[src/rtl/router_pkg.sv]
// -----------------------------------------------------------------------------
// router_pkg
// Shared definitions for the 1-to-NUM_PORTS packet router: the control FSM
// state encoding, default port/address sizing and small state-class helpers.
// Imported by router_fsm, the register datapath and the write synchronizer.
// -----------------------------------------------------------------------------
package router_pkg;

    localparam int NUM_PORTS_DEF = 3;
    localparam int ADDR_W_DEF    = 2;

    // All eight 3-bit codes are assigned, so every code has a defined meaning.
    typedef enum logic [2:0] {
        DECODE_ADDRESS     = 3'd0,
        LOAD_FIRST_DATA    = 3'd1,
        LOAD_DATA          = 3'd2,
        LOAD_PARITY        = 3'd3,
        FIFO_FULL_STATE    = 3'd4,
        LOAD_AFTER_FULL    = 3'd5,
        WAIT_TILL_EMPTY    = 3'd6,
        CHECK_PARITY_ERROR = 3'd7
    } state_t;

    // States in which a byte is pushed into the selected FIFO.
    function automatic logic is_write_state(input state_t st);
        logic wr_s;
        case (st)
            LOAD_FIRST_DATA,
            LOAD_DATA,
            LOAD_PARITY,
            LOAD_AFTER_FULL: wr_s = 1'b1;
            default:         wr_s = 1'b0;
        endcase
        return wr_s;
    endfunction

    // The input port may only present a new byte while decoding a header or
    // streaming payload; every other state stalls it.
    function automatic logic is_busy_state(input state_t st);
        logic busy_s;
        case (st)
            DECODE_ADDRESS,
            LOAD_DATA: busy_s = 1'b0;
            default:   busy_s = 1'b1;
        endcase
        return busy_s;
    endfunction

endpackage : router_pkg

[src/rtl/router_fsm.sv]
// -----------------------------------------------------------------------------
// router_fsm
// Control FSM of the 1-to-NUM_PORTS packet router. Decodes the header address,
// sequences the byte-register/parity datapath through one-hot state strobes,
// stalls on a full destination FIFO and waits for an occupied one to drain.
//
// Ports
//   clock, resetn          : rising-edge clock, asynchronous active-low reset
//   pkt_valid              : high for header/payload bytes, low on parity byte
//   data_in                : address bits of the header byte
//   fifo_full/fifo_empty   : per-destination FIFO status
//   soft_reset             : per-destination timeout reset (selected port only)
//   parity_done            : parity byte captured by the datapath
//   low_pkt_valid          : datapath has latched end-of-packet
//   detect_add .. rst_int_reg : state strobes for the datapath
//   write_enb_reg          : write strobe to the selected FIFO
//   busy                   : input-side stall
//   dest_sel               : one-hot latched destination (zero while decoding)
//   sel_full               : full flag of the latched destination
// -----------------------------------------------------------------------------
module router_fsm
    import router_pkg::*;
#(
    parameter int NUM_PORTS = NUM_PORTS_DEF,
    parameter int ADDR_W    = ADDR_W_DEF
) (
    input  logic                 clock,
    input  logic                 resetn,
    input  logic                 pkt_valid,
    input  logic [ADDR_W-1:0]    data_in,
    input  logic [NUM_PORTS-1:0] fifo_full,
    input  logic [NUM_PORTS-1:0] fifo_empty,
    input  logic [NUM_PORTS-1:0] soft_reset,
    input  logic                 parity_done,
    input  logic                 low_pkt_valid,
    output logic                 detect_add,
    output logic                 lfd_state,
    output logic                 ld_state,
    output logic                 laf_state,
    output logic                 full_state,
    output logic                 rst_int_reg,
    output logic                 write_enb_reg,
    output logic                 busy,
    output logic [NUM_PORTS-1:0] dest_sel,
    output logic                 sel_full
);

    // One extra bit so the comparison also works when NUM_PORTS == 2**ADDR_W.
    localparam logic [ADDR_W:0] PORT_LIMIT = (ADDR_W+1)'(NUM_PORTS);

    // Select one per-port flag by a (possibly out-of-range) address; an
    // out-of-range address reads as 0 instead of indexing past the vector.
    function automatic logic pick_bit(input logic [NUM_PORTS-1:0] vec,
                                      input logic [ADDR_W-1:0]    idx);
        logic sel_bit_s;
        sel_bit_s = 1'b0;
        for (int i = 0; i < NUM_PORTS; i++) begin
            if (idx == ADDR_W'(i)) begin
                sel_bit_s = vec[i];
            end else begin
                sel_bit_s = sel_bit_s;
            end
        end
        return sel_bit_s;
    endfunction

    function automatic logic [NUM_PORTS-1:0] one_hot(input logic [ADDR_W-1:0] idx);
        logic [NUM_PORTS-1:0] vec_s;
        vec_s = {NUM_PORTS{1'b0}};
        for (int i = 0; i < NUM_PORTS; i++) begin
            if (idx == ADDR_W'(i)) begin
                vec_s[i] = 1'b1;
            end else begin
                vec_s[i] = 1'b0;
            end
        end
        return vec_s;
    endfunction

    state_t              r_state;
    state_t              w_state_next;
    logic [ADDR_W-1:0]   r_addr;
    logic [ADDR_W-1:0]   w_addr_next;
    logic                w_addr_valid;
    logic                w_in_empty;
    logic                w_f;
    logic                w_e;
    logic                w_s;

    assign w_addr_valid = ({1'b0, data_in} < PORT_LIMIT);
    // While decoding, emptiness is judged on the incoming header's port.
    assign w_in_empty   = pick_bit(fifo_empty, data_in);
    assign w_f          = pick_bit(fifo_full,  r_addr);
    assign w_e          = pick_bit(fifo_empty, r_addr);
    assign w_s          = pick_bit(soft_reset, r_addr);

    // Next-state and address-latch decision.
    always_comb begin
        w_state_next = r_state;
        w_addr_next  = r_addr;
        // A timeout on the latched port aborts the packet from any active
        // state and overrides every other condition, including fifo_full.
        if ((r_state != DECODE_ADDRESS) && w_s) begin
            w_state_next = DECODE_ADDRESS;
        end else begin
            case (r_state)
                DECODE_ADDRESS: begin
                    if (pkt_valid && w_addr_valid) begin
                        w_addr_next = data_in;
                        if (w_in_empty) begin
                            w_state_next = LOAD_FIRST_DATA;
                        end else begin
                            w_state_next = WAIT_TILL_EMPTY;
                        end
                    end else begin
                        // Invalid address or idle line: packet dropped.
                        w_state_next = DECODE_ADDRESS;
                    end
                end
                LOAD_FIRST_DATA: begin
                    w_state_next = LOAD_DATA;
                end
                LOAD_DATA: begin
                    if (w_f) begin
                        w_state_next = FIFO_FULL_STATE;
                    end else if (!pkt_valid) begin
                        w_state_next = LOAD_PARITY;
                    end else begin
                        w_state_next = LOAD_DATA;
                    end
                end
                FIFO_FULL_STATE: begin
                    if (w_f) begin
                        w_state_next = FIFO_FULL_STATE;
                    end else begin
                        w_state_next = LOAD_AFTER_FULL;
                    end
                end
                LOAD_AFTER_FULL: begin
                    if (parity_done) begin
                        w_state_next = DECODE_ADDRESS;
                    end else if (low_pkt_valid) begin
                        w_state_next = LOAD_PARITY;
                    end else begin
                        w_state_next = LOAD_DATA;
                    end
                end
                LOAD_PARITY: begin
                    w_state_next = CHECK_PARITY_ERROR;
                end
                CHECK_PARITY_ERROR: begin
                    if (w_f) begin
                        w_state_next = FIFO_FULL_STATE;
                    end else begin
                        w_state_next = DECODE_ADDRESS;
                    end
                end
                WAIT_TILL_EMPTY: begin
                    if (w_e) begin
                        w_state_next = LOAD_FIRST_DATA;
                    end else begin
                        w_state_next = WAIT_TILL_EMPTY;
                    end
                end
                default: begin
                    w_state_next = DECODE_ADDRESS;
                end
            endcase
        end
    end

    // State register and latched destination address.
    always_ff @(posedge clock or negedge resetn) begin
        if (!resetn) begin
            r_state <= DECODE_ADDRESS;
            r_addr  <= {ADDR_W{1'b0}};
        end else begin
            r_state <= w_state_next;
            r_addr  <= w_addr_next;
        end
    end

    // Moore strobes registered from the next state, so each output is a
    // glitch-free flop whose value always equals a decode of r_state.
    always_ff @(posedge clock or negedge resetn) begin
        if (!resetn) begin
            detect_add    <= 1'b1;
            lfd_state     <= 1'b0;
            ld_state      <= 1'b0;
            laf_state     <= 1'b0;
            full_state    <= 1'b0;
            rst_int_reg   <= 1'b0;
            write_enb_reg <= 1'b0;
            busy          <= 1'b0;
            dest_sel      <= {NUM_PORTS{1'b0}};
        end else begin
            detect_add    <= (w_state_next == DECODE_ADDRESS);
            lfd_state     <= (w_state_next == LOAD_FIRST_DATA);
            ld_state      <= (w_state_next == LOAD_DATA);
            laf_state     <= (w_state_next == LOAD_AFTER_FULL);
            full_state    <= (w_state_next == FIFO_FULL_STATE);
            rst_int_reg   <= (w_state_next == CHECK_PARITY_ERROR);
            write_enb_reg <= is_write_state(w_state_next);
            busy          <= is_busy_state(w_state_next);
            if (w_state_next == DECODE_ADDRESS) begin
                dest_sel <= {NUM_PORTS{1'b0}};
            end else begin
                dest_sel <= one_hot(w_addr_next);
            end
        end
    end

    // sel_full must follow fifo_full within the cycle, so it stays combinational.
    assign sel_full = (r_state != DECODE_ADDRESS) ? w_f : 1'b0;

endmodule : router_fsm

[config.mk]
export PLATFORM = sky130hd
export DESIGN_NAME = router_fsm
export DESIGN_NICKNAME = d
export VERILOG_FILES = /design/src/rtl/router_pkg.sv /design/src/rtl/router_fsm.sv
export SDC_FILE = /design/constraint.sdc
export NUM_CORES = 1
export LEC_CHECK = 0
export ABC_AREA = 1
export CORE_MARGIN = 8
export CORE_UTILIZATION = 40
export CTS_CLUSTER_DIAMETER = 100
export DETAILED_ROUTE_END_ITERATION = 16
export GPL_ROUTABILITY_DRIVEN = 0
export PLACE_DENSITY_LB_ADDON = 0.3
export SYNTH_ARGS = -nofsm -noshare
export SYNTH_HDL_FRONTEND = slang
export SYNTH_SLANG_ARGS = --single-unit
[constraint.sdc]
create_clock -name clock -period 1.25 [get_ports clock]
set_input_delay 0.25 -clock clock [delete_from_list [all_inputs] [get_ports clock]]
set_output_delay 0.25 -clock clock [all_outputs]
set_load 0.01 [all_outputs]
# After elaboration in Yosys (flattened, before gate mapping)
# Index checks and enable logic that the tools add are counted.
[word_totals]
elab_cells = 74
mem_count = 0
mem_bits_ro = 0
latchBits = 0
reg_bits = 16
ramBits = 0
in_bits = 16
[classes]
shifts = 0
n_mux = 33
order_cmp = 1
div = 0
n_mul = 0
eq_ne = 19
n_bitwise = 0
n_reduce_logical = 10
n_addsub = 0
[op_table]
columns = ["op", "n"]
rows = [
  ["3-bit case mux with 8 select lines", 1],
  ["3-bit equality test, second input constant", 7],
  ["1-bit two-way mux", 21],
  ["3-bit two-way mux", 7],
  ["3-bit by 2-bit equality test with 1-bit output, second input constant", 4],
  ["2-bit two-way mux", 4],
  ["2-bit by 1-bit equality test with 1-bit output, second input constant", 3],
  ["2-bit equality test, second input constant", 3],
  ["3-bit by 1-bit equality test with 1-bit output, second input constant", 2],
  ["2-bit zero test", 3],
  ["3-bit zero test", 2],
  ["4-bit OR reduction", 1],
  ["3-bit nonzero test", 1],
  ["1-bit logical AND", 2],
  ["2-bit less-than comparator, second input constant", 1],
  ["2-bit OR reduction", 1],
]

# Depth between registers and ports, before layout
# Gate-level depths: netlist (run 1).
[depth]
word_depth = 11
mapped_depth = 11

# Least setup slack after synthesis (run 1)
# Ideal clock, no wire load.
[synth_timing]
path_kind = "reg-to-reg"
startpoint = "register r_state[1]"
endpoint = "register busy"
n_path_buf = 0
required_ps = 1137
period_less_slack_ps = 1361
path_stages_with_launch = 11
setup_slack_ps = -111
arrival_time_ps = 1248
setup_time_ps = 113
cell_sequence = "dfrtp_1 > inv_2 > nand2_2 > nor2_2 > nand2_2 > o22ai_2 > nand2_2 > nor2_1 > nand2_1 > nand2_1 > inv_1"
[synth_between]
elab_chain_len = 6
[synth_rtl]
columns = ["element", "line_no", "rtl"]
rows = [
  ["from (decl)", "router_fsm.sv:80", "state_t r_state;"],
  ["from (signal assigned)", "router_fsm.sv:178", "r_state <= w_state_next;"],
  ["3-bit equality test (tied with other cells)", "router_fsm.sv:106", "case (r_state)"],
  ["3-bit case mux with 8 select lines or 1-bit logical AND (tied branches)", "router_fsm.sv:106, router_fsm.sv:103", ""],
  ["3-bit two-way mux (*)", "router_fsm.sv:103", "if ((r_state != DECODE_ADDRESS) && w_s) begin"],
  ["3-bit by 2-bit equality test with 1-bit output or 3-bit zero test (tied branches)", "router_pkg.sv:41", "case (st)"],
  ["2-bit OR reduction (*)", "router_pkg.sv:41", ""],
  ["1-bit two-way mux (*)", "router_pkg.sv:41", ""],
  ["to (signal assigned)", "router_fsm.sv:204", "busy <= is_busy_state(w_state_next);"],
  ["to (decl)", "router_fsm.sv:43", "output logic busy,"],
]
# Mark *: on every way between the ends. The rest lies on a longest branch, timed or not.

# Worst setup path after layout (run 1)
[layout_timing]
startpoint = "register r_addr[0]"
endpoint = "register dest_sel[1]"
[layout_between]
elab_chain_len = 9
[layout_rtl]
columns = ["element", "line_no", "rtl"]
rows = [
  ["from (decl)", "router_fsm.sv:82", "logic [ADDR_W-1:0] r_addr;"],
  ["from (signal assigned)", "router_fsm.sv:176", "r_addr <= {ADDR_W{1'b0}};"],
  ["from (signal assigned)", "router_fsm.sv:179", "r_addr <= w_addr_next;"],
  ["2-bit zero test", "router_fsm.sv:58", "if (idx == ADDR_W'(i)) begin"],
  ["1-bit two-way mux (3 in a row)", "router_fsm.sv:58", ""],
  ["3-bit two-way mux (tied with other cells)", "router_fsm.sv:159", "if (w_e) begin"],
  ["3-bit case mux with 8 select lines or 2-bit two-way mux (tied branches)", "router_fsm.sv:106, router_fsm.sv:103", ""],
  ["3-bit two-way mux or 2-bit by 1-bit equality test with 1-bit output (tied branches)", "router_fsm.sv:103, router_fsm.sv:71", ""],
  ["3-bit zero test or 1-bit two-way mux (tied branches)", "router_fsm.sv:205, router_fsm.sv:71", ""],
  ["3-bit two-way mux (*)", "router_fsm.sv:205", "if (w_state_next == DECODE_ADDRESS) begin"],
  ["to (signal assigned)", "router_fsm.sv:195", "dest_sel <= {NUM_PORTS{1'b0}};"],
  ["to (signal assigned)", "router_fsm.sv:206", "dest_sel <= {NUM_PORTS{1'b0}};"],
  ["to (signal assigned)", "router_fsm.sv:208", "dest_sel <= one_hot(w_addr_next);"],
  ["to (decl)", "router_fsm.sv:44", "output logic [NUM_PORTS-1:0] dest_sel,"],
]
# Marks and branches as above.

==> results of run 1 <==
[synthesized netlist by cell type]
library cell	instances	share of area [%]
inv_1	19	8.4
nand2_1	19	8.4
nand3_1	16	9.5
dfrtp_1	15	44
nor2_1	9	4.0
inv_2	6	2.7
nand2_2	6	4.4
a21oi_1	4	2.4
nand4_1	4	3.0
nor3_1	4	2.4
nor2_2	2	1.5
o21ai_0	2	1.2
dfstp_2	1	3.1
nand3_2	1	1.2
nand4_2	1	1.5
o21ai_1	1	0.59
o22ai_2	1	1.5
[report_power, final]
group	internal, mW	switching [mW]	leakage [nW]
Clock	0.177	0.151	0.0210
Sequential	0.745	0.134	0.200
Combinational	1.20	1.50	0.586
[worst max path at each step]
stage,slack (ns),to,cells after the start,from
global placement,-0.52,sel_full,6,fifo_full[1]
CTS,-0.27,dest_sel[1],10,r_addr[1]
global route,-0.38,dest_sel[2],10,r_addr[0]
finish,-0.29,dest_sel[1],10,r_addr[0]
floorplan,-0.07,busy,10,r_state[1]
detailed placement,-0.54,dest_sel[1],10,data_in[0]
[placed cells by master (no fill, tap or decap)]
master	Yosys	layout
nand2_4	0	4
nand2_2	6	7
o21ai_1	1	2
buf_4	0	12
dfrtp_1	15	12
a21oi_2	0	2
o22ai_4	0	1
nand3_4	0	1
nor2_1	9	7
a21oi_1	4	2
nand2_1	19	13
clkdlybuf4s50_1	0	13
nand2_8	0	1
nor3_2	0	1
clkbuf_8	0	1
nand3_1	16	8
nand4_2	1	1
inv_1	19	16
dlygate4sd2_1	0	12
nor3_4	0	2
nor3_1	4	1
buf_2	0	2
buf_6	0	7
dfstp_2	1	1
nor2_4	0	3
inv_2	6	9
dfrtp_2	0	3
nand4_1	4	4
clkbuf_4	0	3
nor2_2	2	1
o21ai_0	2	1
nand3_2	1	8
[cell type report]
type	instances	area, um2
flip-flops and latches	16	405
well taps	27	33.8
multi-input cells	70	509
clock buffers	4	36.3
repair buffers	46	414
inverters	25	93.8
fillers	149	489
[critical path: stages (launching register included)]
cell	delay [ns]
dfrtp_2	0.45
nor2_4	0.15
buf_6	0.13
nand2_4	0.04
nand4_1	0.12
nand4_1	0.12
buf_6	0.16
nand2_8	0.07
nand3_4	0.10
nand2_2	0.08
inv_2	0.03
[logic make-up after synthesis]
group,Yosys count,synth area share [%]
AO/OA/AOI/OAI,8,5.62
buffers and inverters,25,11.1
flip-flops,16,47.5
AND/OR/NAND/NOR,62,35.8
[stage by stage]
| step | setup WS [ns] | utilization [%] | hold slack, ns | total power, mW |
|---|---|---|---|---|
| 2_1_floorplan | -0.0728 | - | -0.0456 | 1.99 |
| 3_3_place_gp | -0.520 | 64.5 | 0.577 | 2.87 |
| 3_5_place_dp | -0.545 | 64.5 | 0.582 | 2.92 |
| 4_1_cts | -0.266 | 71.4 | 0.273 | 3.67 |
| 5_1_grt | -0.377 | 75.3 | 0.300 | 4.21 |
| 6_report | -0.289 | 75.3 | 0.277 | 3.91 |
[per-layer routing]
layer	wire, um	share of wire (%)	global-route usage, %	up-vias
li1	-	-	-	452
met5	0	0	0	-
met4	45	1.7	6.82	0
met2	1330	51	24.5	35
met1	1020	39	15.0	443
met3	202	7.8	3.91	5
[repair_timing]
item / in CTS / in global routing
setup buffers: 2 / 1
pin swaps: 12 / 4
endpoints found under the setup margin: 26 / 17
gates resized for setup: 46 / 19
==> results_dict.tcl, run 1 <==
set metrics [dict create \
    status "finished with violations" \
    failed_checks "negative setup slack" \
    cts_hold_buffers 0 \
    synth-seq-area-share_pct 47.5 \
    hpwlAfterDp_um 1730 \
    ys_types 17 \
    vias 935 \
    viasPerCell 4.97 \
    power.density_nw_per_um2 2620 \
    final.setup.worst_slack_ns -0.289 \
    initial_core_util_pct 42.7 \
    area_delta_synth_final_pct 76.5 \
    die_x_um 62.0 \
    route.final.wire_length_um 2600 \
    core_um2 1980 \
    period_needed_ns 1.54 \
    grt_pass1_vias 965 \
    finalSetupTns_ns -3.27 \
    finalCritPeriodShare_pct 123 \
    path_max_fanout 5 \
    ys_ff_latch 16 \
    hold_viol 0 \
    vdd_drop_max_mv 1.90 \
    cp-end-kind "register" \
    critPathLaunchType "register" \
    r2r_start "r_addr[0]" \
    rsz0062_at_grt "yes" \
    numPlacedInstances 181 \
    drt_iter0_markers 31 \
    port_buffers 27 \
    yosysWarningCount 0 \
    drt-pass1-iter-count 4 \
    row_count 16 \
    wl_per_cell_um 13.8 \
    slew_headroom_pct 79.6 \
    cts_tree "yes" \
    path_clk_slew_ns 0.08 \
    reg_top3 "dest_sel x3, r_state x3, r_addr x2" \
    antenna_found_initial 0 \
    overflow 0 \
    p_leak_nw 0.808 \
    track_usage_pct 14.0 \
    fp.dieH_um 62.0 \
    die-area_um2 3840 \
    worst_slew_pin_slew_ns 0.306 \
    grt_pass1_wl_um 4020 \
    dpl-instance-area_um2 1280 \
    syn_avg_cell_area_um2 7.62 \
    report.final.slew_viol_count 0 \
    fmax_ghz 0.650 \
    antenna_left 0 \
    n_antenna_cell 0 \
    hold_path_class "primary input to asynchronous set/reset pin" \
    clock_latency_ns 0.28 \
    maxCapViolCount 0 \
    drc 0 \
    r2r_slack_ns -0.29 \
    cp_data_required_time_ns 1.44 \
    arrival_ns 1.73 \
    post-route-cell-area_um2 1490 \
    reg2regPathDepth 10 \
    root_buffer "clkbuf_4" \
    ios 28 \
    cts_buffers 3 \
    rr_endpoint "dest_sel[1]" \
    h-tree-depth 1 \
    synthCells 111 \
    clockBufferDepth 2 \
    setup_viol 15 \
    grt_max_degree 17 \
    fin_nets 178 \
    final_cells 188 \
    synth_fp_nets 127 \
    drive_gt1_share_pct 43.5 \
    cts.sinks 16 \
    finalClockSkew_ns 0.00133 \
    syn-cell-area_um2 846 \
    worst-setup-path-type "register to register" \
]
Power figures use the tool's default switching activity.
==> run 2: changes to the inputs <==
--- a/config.mk
+++ b/config.mk
@@ -11,6 +11,7 @@
 export CTS_CLUSTER_DIAMETER = 100
 export DETAILED_ROUTE_END_ITERATION = 16
 export GPL_ROUTABILITY_DRIVEN = 0
+export GPL_TIMING_DRIVEN = 0
 export PLACE_DENSITY_LB_ADDON = 0.3
 export SYNTH_ARGS = -nofsm -noshare
 export SYNTH_HDL_FRONTEND = slang
==> run 2 against run 1 <==
Net effect: the run still ends with negative setup slack left; die area did not move; highest routed layer unchanged; register-to-register slack worse by 0.06 ns; first-iteration DRC count decreased by 16%; sequential power grew 1%; maximum frequency shrank 4.0%; critical path depth is 2 lower; worst hold slack better by 0.10 ns.
==> results_dict.tcl, run 2 (synthesis gave the netlist of run 1 again) <==
set metrics [dict create \
    vias 914 \
    p_leak_nw 0.763 \
    h-tree-depth 1 \
    port_buffers 27 \
    final.setup.worst_slack_ns -0.353 \
    row_count 16 \
    r2r_start "r_state[1]" \
    area_delta_synth_final_pct 66.0 \
    final_cells 183 \
    route.final.wire_length_um 2480 \
    finalClockSkew_ns 0.00233 \
    viasPerCell 4.99 \
    report.final.slew_viol_count 0 \
    post-route-cell-area_um2 1400 \
    core_um2 1980 \
    antenna_found_initial 0 \
    track_usage_pct 12.7 \
    worst_slew_pin_slew_ns 0.670 \
    wl_per_cell_um 13.6 \
    clockBufferDepth 2 \
    cp_data_required_time_ns 1.44 \
    antenna_left 0 \
    setup_viol 17 \
    ios 28 \
    drt-pass1-iter-count 4 \
    cp-end-kind "register" \
    utilization_pct 70.8 \
    clock_latency_ns 0.27 \
    fp.dieH_um 62.0 \
    overflow 0 \
    hpwlAfterDp_um 1560 \
    critPathLaunchType "primary input" \
    drc 0 \
    critPathLaunch "data_in[0]" \
    drive_gt1_share_pct 38.5 \
    vdd_drop_max_mv 1.83 \
    reg_top3 "dest_sel x3, r_state x3, r_addr x2" \
    layout_common_cells "15 x inv_1, 15 x nand2_1, 15 x clkdlybuf4s50_1, 12 x dfrtp_1, 11 x nand3_1" \
    grt_max_degree 17 \
    worst-setup-path-type "primary input to register" \
    fmax_ghz 0.624 \
    status "finished with violations" \
    path_max_fanout 4 \
    hold_path_class "primary input to asynchronous set/reset pin" \
    cts.sinks 16 \
    grt_pass1_wl_um 3680 \
    path_clk_slew_ns 0.08 \
    slew_headroom_pct 55.2 \
    initial_core_util_pct 42.7 \
    finalSetupTns_ns -3.95 \
    failed_checks "negative setup slack" \
    drt_iter0_markers 26 \
    hold_viol 0 \
    fin_nets 173 \
    dpl-instance-area_um2 1160 \
    rsz0062_at_grt "yes" \
    root_buffer "clkbuf_4" \
    n_antenna_cell 0 \
    die-area_um2 3840 \
    finalCritPeriodShare_pct 128 \
    die_x_um 62.0 \
    power.density_nw_per_um2 2620 \
    cts_buffers 3 \
    cts_tree "yes" \
    period_needed_ns 1.60 \
    numPlacedInstances 165 \
    maxCapViolCount 0 \
    arrival_ns 1.80 \
    grt_pass1_vias 911 \
]
## run 2: power breakdown
| part | internal, mW | total [mW] | switching [mW] |
|---|---|---|---|
| sequential | 0.746 | 0.888 | 0.142 |
| combinational | 1.08 | 2.47 | 1.39 |
| clock | 0.177 | 0.320 | 0.143 |
## run 2: worst paths after layout
kind,depth (start not counted),slack (ns),endpoint
max,8,-0.35,full_state
min,1,0.38,dest_sel[1]
max reg2reg,9,-0.35,full_state
min reg2reg,2,0.74,r_addr[0]
max in group asynchronous,1,0.40,r_state[2]
min in group clock,2,0.74,r_addr[0]
## run 2: repair_timing
| action | in CTS | in global routing |
|---|---|---|
| hold buffers | 0 | 0 |
| setup buffers | 8 | 6 |
| endpoints found under the hold margin | 0 | 0 |
| gates resized for setup | 33 | 21 |
| pin swaps | 8 | 6 |
| setup endpoints to repair | 26 | 17 |
## run 2: area by class of cell
| class | instances | area (um2) |
|---|---|---|
| Fill cell | 145 | 578 |
| Multi-Input combinational cell | 70 | 464 |
| Sequential cell | 16 | 405 |
| Timing Repair Buffer | 41 | 368 |
| Inverter | 25 | 96.3 |
| Clock buffer | 4 | 36.3 |
| Tap cell | 27 | 33.8 |
## run 2: per-stage QoR
stage	setup WS (ns)	total power [mW]	hold WS, ns
floorplan	-0.0728	1.99	-0.0456
global placement	-0.563	2.50	0.675
detailed placement	-0.573	2.54	0.670
CTS	-0.304	3.20	0.387
global route	-0.452	3.97	0.440
finish	-0.353	3.67	0.377
## run 2: layer usage
layer,share of wire [%],global-route usage [%]
met4,4.0,7.47
met1,38,13.5
met3,8.7,4.32
met2,49,21.2
met5,0,0
## run 2: worst max-delay path, stage by stage
cell             delay (ns)
clkdlybuf4s50_1        0.53
inv_1                  0.10
nand3_1                0.09
nand3_1                0.16
o22ai_4                0.20
nand2_2                0.13
buf_4                  0.17
nor3_2                 0.16
==> run 3: changes to the inputs <==
--- a/config.mk
+++ b/config.mk
@@ -6,8 +6,10 @@
 export NUM_CORES = 1
 export LEC_CHECK = 0
 export ABC_AREA = 1
+export CELL_PAD_IN_SITES_DETAIL_PLACEMENT = 2
+export CELL_PAD_IN_SITES_GLOBAL_PLACEMENT = 2
 export CORE_MARGIN = 8
-export CORE_UTILIZATION = 40
+export CORE_UTILIZATION = 22
 export CTS_CLUSTER_DIAMETER = 100
 export DETAILED_ROUTE_END_ITERATION = 16
 export GPL_ROUTABILITY_DRIVEN = 0
==> run 3 against run 2 <==
Net effect: the run still ends with negative setup slack left; setup slack got worse by 0.049 ns; total power increased by 21%; die area increased by 58%; via count increased by 2.7%; combinational power increased by 24%; non-clock buffer count increased by 4.
==> results_dict.tcl, run 3 (synthesis gave the netlist of run 1 again) <==
set metrics [dict create \
    status "finished with violations" \
    failed_checks "negative setup slack" \
    root_buffer "clkbuf_8" \
    period_needed_ns 1.65 \
    cts_buffers 3 \
    fp.dieH_um 78.0 \
    n_antenna_cell 0 \
    wl_per_cell_um 17.0 \
    reg2regPathDepth 10 \
    h-tree-depth 1 \
    grt_max_degree 17 \
    core_um2 3690 \
    p_leak_nw 0.794 \
    drc 0 \
    slew_headroom_pct 52.1 \
    drt-pass1-iter-count 4 \
    drt_iter0_markers 9 \
    overflow 0 \
    hold_path_class "primary input to asynchronous set/reset pin" \
    cts_tree "yes" \
    track_usage_pct 11.3 \
    fmax_ghz 0.606 \
    fillerInstances 436 \
    finalCritPeriodShare_pct 132 \
    rr_endpoint "rst_int_reg" \
    cts_hold_buffers 0 \
    rsz0062_at_grt "yes" \
    row_count 22 \
    clock_latency_ns 0.24 \
    vias 939 \
    route.final.wire_length_um 3530 \
    die-area_um2 6080 \
    cp-end-kind "register" \
    die_x_um 78.0 \
    r2r_slack_ns -0.40 \
    ios 28 \
    hold_viol 0 \
    setup_viol 16 \
    viasPerCell 4.51 \
    grt_pass1_wl_um 5550 \
    r2r_start "r_state[0]" \
    report.final.slew_viol_count 0 \
    path_clk_slew_ns 0.06 \
    area_delta_synth_final_pct 82.1 \
    finalSetupTns_ns -4.53 \
    arrival_ns 1.81 \
    port_buffers 27 \
    finalClockSkew_ns 0.000752 \
    antenna_found_initial 0 \
    cts.sinks 16 \
    hpwlAfterDp_um 2140 \
    grt_pass1_vias 1124 \
    clockBufferDepth 2 \
    antenna_left 0 \
    utilization_pct 41.8 \
    initial_core_util_pct 22.9 \
    path_max_fanout 5 \
    worst_slew_pin_slew_ns 0.717 \
    vdd_drop_max_mv 1.02 \
    critPathLaunchType "primary input" \
    maxCapViolCount 0 \
    drive_gt1_share_pct 46.3 \
    cp_data_required_time_ns 1.41 \
    reg_top3 "dest_sel x3, r_state x3, r_addr x2" \
    worst-setup-path-type "primary input to register" \
    final.setup.worst_slack_ns -0.401 \
    fin_nets 177 \
    power.density_nw_per_um2 2880 \
    layout_common_cells "13 x inv_1, 13 x clkdlybuf4s50_1, 12 x dfrtp_1, 12 x dlygate4sd2_1" \
]
run 3: cell types whose count changed in the layout (fill, tap and decap cells not counted), moves of 3 or more:
cell	before	now
a21oi_1	4	1
nand2_2	7	10
clkbuf_8	1	4
clkbuf_4	3	0
nand2_1	15	11
buf_6	4	7
run 3: per-layer routing:
layer | vias up | GRT usage [%] | part of all wire, %
met1 | 466 | 12.1 | 35
met2 | 20 | 20.8 | 57
met3 | 6 | 3.80 | 5.7
li1 | 447 | - | -
met5 | - | 0 | 0
met4 | 0 | 2.78 | 1.9
run 3: what timing repair did:
item / 4_1_cts / 5_1_grt
endpoints found under the setup margin: 27 / 18
gates resized for setup: 50 / 24
buffers inserted: 15 / 3
pin swaps: 16 / 12
run 3: through the flow:
step,cells,setup WS [ns],total power [mW],hold slack [ns],area (um2)
after floorplan,111,-0.0728,1.99,-0.0456,853
after global placement,186,-0.568,2.58,0.709,1180
after detailed placement,186,-0.610,2.64,0.710,1180
after CTS,205,-0.302,3.96,0.465,1450
after global routing,208,-0.496,4.79,0.509,1540
final,208,-0.401,4.44,0.434,1540
run 3: power by group:
group / internal, mW / leakage [nW] / switching (mW)
Clock: 0.279 / 0.0288 / 0.174
Sequential: 0.747 / 0.200 / 0.165
Combinational: 1.38 / 0.565 / 1.70
Total: 2.40 / 0.794 / 2.04
run 3: worst max-delay path by stage:
stage,startpoint,to,slack (ns),depth (start not counted)
global route,r_state[2],rst_int_reg,-0.50,8
finish,pkt_valid,rst_int_reg,-0.40,9
floorplan,r_state[1],busy,-0.07,10
detailed placement,pkt_valid,busy,-0.61,10
CTS,r_state[0],dest_sel[2],-0.30,11
global placement,fifo_full[1],sel_full,-0.57,6
run 3: area by class of cell:
cell class                      instances  area [um2]  share of cell area [%]
Multi-Input combinational cell         70         512                    33.2
Clock buffer                            4        55.1                    3.57
Timing Repair Buffer                   45         407                    26.4
Sequential cell                        16         405                    26.3
Inverter                               25         101                    6.58
Tap cell                               48        60.1                    3.90
run 3: critical path, cell delays in order:
cell	delay [ns]
clkdlybuf4s50_1	0.52
inv_2	0.10
a21oi_4	0.16
nand2_4	0.10
o22ai_4	0.20
buf_6	0.15
nand2_8	0.07
buf_4	0.14
nor3_2	0.12
